### config.mk
export PLATFORM = sky130hd
export DESIGN_NAME = hazard_ctrl
export DESIGN_NICKNAME = d
export VERILOG_FILES = /design/src/rtl/hazard_ctrl_pkg.sv /design/src/rtl/hazard_ctrl.sv
export SDC_FILE = /design/constraint.sdc
export NUM_CORES = 1
export LEC_CHECK = 0
export BUFFER_PORTS_ARGS = -buffer_cell sky130_fd_sc_hd__buf_4
export CORE_AREA = 8 8 45 47
export DETAILED_ROUTE_END_ITERATION = 8
export DIE_AREA = 0 0 53 55
export PLACE_DENSITY = 0.58
export SYNTH_ARGS = -nofsm -noshare
export SYNTH_HDL_FRONTEND = slang
export SYNTH_SLANG_ARGS = --single-unit
### constraint.sdc
create_clock -name vclk -period 1.7
set_clock_uncertainty 0.1 [all_clocks]
set_input_delay 0.17 -clock vclk [all_inputs]
set_output_delay 0.17 -clock vclk [all_outputs]
set_load 0.01 [all_outputs]
### src/rtl/hazard_ctrl_pkg.sv
// Shared stall-bus definitions for the hazard controller.
// Bit order of the bus runs from PC (bit 0) up to WB (bit 5).
package hazard_ctrl_pkg;

  localparam int STALL_W = 6;

  typedef logic [STALL_W-1:0] stall_bus_t;

  localparam logic STOP    = 1'b1;
  localparam logic NO_STOP = 1'b0;

  localparam int ST_PC  = 0;
  localparam int ST_IF  = 1;
  localparam int ST_ID  = 2;
  localparam int ST_EX  = 3;
  localparam int ST_MEM = 4;
  localparam int ST_WB  = 5;

  localparam stall_bus_t STALL_NONE     = 6'b000000;
  localparam stall_bus_t STALL_LOAD_USE = 6'b000111;
  localparam stall_bus_t STALL_DIV      = 6'b001111;

  typedef struct packed {
    logic       is_load;
    logic       rf_we;
    logic [4:0] waddr;
  } ex_wr_t;

  // True when the ID instruction reads a register the EX load is writing.
  // Register 0 is hard-wired, so it never creates a dependency.
  function automatic logic load_use_hit(
    input ex_wr_t     ex,
    input logic [4:0] rs,
    input logic [4:0] rt,
    input logic       use_rs,
    input logic       use_rt
  );
    logic rs_hit;
    logic rt_hit;
    rs_hit = use_rs && (rs == ex.waddr);
    rt_hit = use_rt && (rt == ex.waddr);
    return ex.is_load && ex.rf_we
        && (ex.waddr != 5'd0)
        && (rs_hit || rt_hit);
  endfunction

endpackage

### src/rtl/hazard_ctrl.sv
// Pipeline hazard controller: load-use bubbles and multi-cycle divide stalls.
// Divide sequencing is present only when HAZARD_CTRL_DIV_EN is defined.
module hazard_ctrl
  import hazard_ctrl_pkg::*;
#(
  parameter int DIV_CYCLES = 32
) (
  input  logic       clk,
  input  logic       rst,
  input  logic [4:0] id_rs,
  input  logic [4:0] id_rt,
  input  logic       id_use_rs,
  input  logic       id_use_rt,
  input  logic       ex_is_load,
  input  logic       ex_rf_we,
  input  logic [4:0] ex_rf_waddr,
  input  logic       div_start,
  output stall_bus_t stall,
  output logic       div_done,
  output logic       div_busy
);

  if (DIV_CYCLES < 1) begin : g_bad_div_cycles
    $error("hazard_ctrl: DIV_CYCLES must be at least 1");
  end

  ex_wr_t ex;
  logic   load_use;

  // Combinational load-use detect so ID bubbles in the same cycle.
  always_comb begin
    ex = '{
      is_load: ex_is_load,
      rf_we:   ex_rf_we,
      waddr:   ex_rf_waddr
    };
    load_use = load_use_hit(
      ex, id_rs, id_rt, id_use_rs, id_use_rt
    );
  end

`ifdef HAZARD_CTRL_DIV_EN

  typedef enum logic {
    IDLE     = 1'b0,
    DIV_BUSY = 1'b1
  } state_t;

  localparam int CW =
    (DIV_CYCLES > 1) ? $clog2(DIV_CYCLES) : 1;
  localparam logic [CW-1:0] CNT_LOAD =
    CW'(DIV_CYCLES - 1);

  state_t        state;
  state_t        state_nxt;
  logic [CW-1:0] cnt;
  logic [CW-1:0] cnt_nxt;
  logic          busy_q;
  logic          busy_nxt;

  // State, counter and busy flag registers.
  always_ff @(posedge clk) begin
    if (rst) begin
      state  <= IDLE;
      cnt    <= '0;
      busy_q <= 1'b0;
    end else begin
      state  <= state_nxt;
      cnt    <= cnt_nxt;
      busy_q <= busy_nxt;
    end
  end

  // Next state: a start in IDLE arms the counter; busy ignores new starts.
  always_comb begin
    state_nxt = state;
    cnt_nxt   = cnt;
    unique case (state)
      IDLE: begin
        if (div_start) begin
          state_nxt = DIV_BUSY;
          cnt_nxt   = CNT_LOAD;
        end
      end
      DIV_BUSY: begin
        if (cnt == '0) begin
          state_nxt = IDLE;
        end else begin
          cnt_nxt = cnt - 1'b1;
        end
      end
      default: begin
        state_nxt = IDLE;
        cnt_nxt   = '0;
      end
    endcase
    busy_nxt = (state_nxt == DIV_BUSY);
  end

  // Outputs: divide stall covers the load-use stall, reset forces quiet.
  always_comb begin
    stall    = STALL_NONE;
    div_done = 1'b0;
    if (!rst) begin
      unique case (state)
        IDLE: begin
          if (load_use) begin
            stall = STALL_LOAD_USE;
          end
        end
        DIV_BUSY: begin
          stall    = STALL_DIV;
          div_done = (cnt == '0);
        end
        default: begin
          stall = STALL_NONE;
        end
      endcase
    end
  end

  assign div_busy = busy_q;

`else

  logic unused_div;
  assign unused_div = ^{clk, div_start};

  // Load-use is the only stall source without the divider.
  always_comb begin
    stall = STALL_NONE;
    if (!rst && load_use) begin
      stall = STALL_LOAD_USE;
    end
  end

  assign div_done = 1'b0;
  assign div_busy = 1'b0;

`endif

endmodule

==> results.ini <==
[global_routing]
grt_pass1_vias=238
grt_use_total_pct=4.25
grt_max_degree=4
grt-ovfl-total=0
grt_pass1_wl_um=979
antenna_found_initial=0

[yosys]
ys_types=12
synth.yosys.seq_area_share_pct=0
synth.area.top_cells=xor2_1, buf_4, xnor2_1
synth_warnings=0
synth_simple_gate_area_share_pct=22.2
synth_top_area_share_pct=35.4
synth_top_family_by_area=XOR/XNOR gates
synth_xor_area_share_pct=44.3
syn-instance-count=27
synth.area.mux_share_pct=0
yosysTopAreaCell=xor2_1
synth_compound_area_share_pct=5.06
synth_adder_area_share_pct=0
syn_avg_cell_area_um2=7.32
syn-cell-area_um2=198

[drt]
ant_nets=0
post_drt_wl_per_cell_um=10.9
drt-initial-drc-count=0
drt-pass1-iter-count=1
avgViaCountPerCell=3.59
vias=226
drt-total-wl_um=689
drcViolationCount=0

[place]
routabilityCongestion=0.666
hpwl_um=672
portBuffers=23
preCtsSetupSlack_ns=0.163
dpl-instance-area_um2=353

[sta]
rsz0062_at_grt=false
setup_viol=0
max_freq_ghz=0.662
layout_worst_path_cycle_share_pct=88.8
drv_slew=0
setup_slack_ns=0.190
finalSetupTns_ns=0
hold_viol_final=0
period_minus_slack_ns=1.51

[floorplan]
dieArea_um2=2920
fp.dieW_um=53
pin_count=30
fp.dieH_um=55
start_util_pct=14.3
coreArea_um2=1380
rows=14

[pwr]
cellLeakagePower_nw=0.175
p_per_area_nw_per_um2=203
max-vdd-ir-drop_mv=0.0407
p_total_w=0.0000717

[cells_and_area]
syn2layout_area_growth_pct=78.5
seq_cell_count=0
layout.area.seq_um2=0
n_clock_buffer=0
final_nets=71
postLayoutCellArea_um2=353
drive_above_1_share_pct=51.1
antennaDiodeCount=0
utilization_pct=25.5

[setup_path]
worstSetupPathType=in2out
arrival_ns=1.24
worstPathRequired_ns=1.43
crit_path_end_kind=primary output
startpoint_type=input port
cp_max_fo=3

[clock_network]
post_cts_resize_count=0
hold_buffers=0
cts_setup_buffers=0

[run_status]
status=completed

[worst_hold_path]
worst_hold_path_type=in2out

[flow_run]
drv_cap=0

==> cells in the mapped netlist (all sizes together) <==
master	number
a21oi	1
nor2	1
or4	1
nand2	1
buf	7
conb	1
xor2	8
o21ai	1
nor4	2
nand3	2
xnor2	2
==> power breakdown <==
part / total (W) / internal (W) / switching (W)
sequential: 0 / 0 / 0
clock: 0 / 0 / 0
combinational: 0.0000717 / 0.0000431 / 0.0000286
total: 0.0000717 / 0.0000431 / 0.0000286
==> critical path: stages <==
cell	delay, ns
buf_4	0.12
xor2_1	0.16
nor4_2	0.25
nand3_1	0.11
a21oi_1	0.25
buf_4	0.17
==> worst paths after layout <==
kind | from | to | slack (ns) | cells after the start
min | rst | stall[0] | 0.62 | 5
max | ex_rf_waddr[0] | stall[1] | 0.19 | 6
==> stage by stage <==
step	cells	hold slack, ns
after global routing	63	0.681
after global placement	63	0.614
after CTS	63	0.626
after floorplan	31	0.397
after detailed placement	63	0.625
final	63	0.618
==> cell families after synthesis <==
logic type | count (synthesis)
xor+xnor | 10
other cells | 1
buf+inv | 7
compound gates | 2
simple gates | 7
==> final cells by class <==
type / instances / area [um2]
Fill cell: 158 / 1030
Multi-Input combinational cell: 24 / 160
Tap cell: 16 / 20.0
Timing Repair Buffer: 23 / 173
==> routing by layer <==
metal	share of wire, %	routed length, um	global-route usage (%)	up-vias
li1	-	-	-	118
met3	19	134	1.87	0
met4	0	0	0	0
met1	24	165	3.32	94
met2	57	390	9.57	14
met5	0	0	0	-
==> placed cells by master (no fill, tap or decap) <==
master / n
conb_1: 5
nand2_1: 1
nor4_2: 1
a21oi_1: 1
xor2_1: 8
nor2_1: 1
or4_1: 1
o21ai_1: 1
nor4_1: 1
nand3_1: 2
xnor2_1: 2
buf_4: 23
Power figures use the tool's default switching activity.
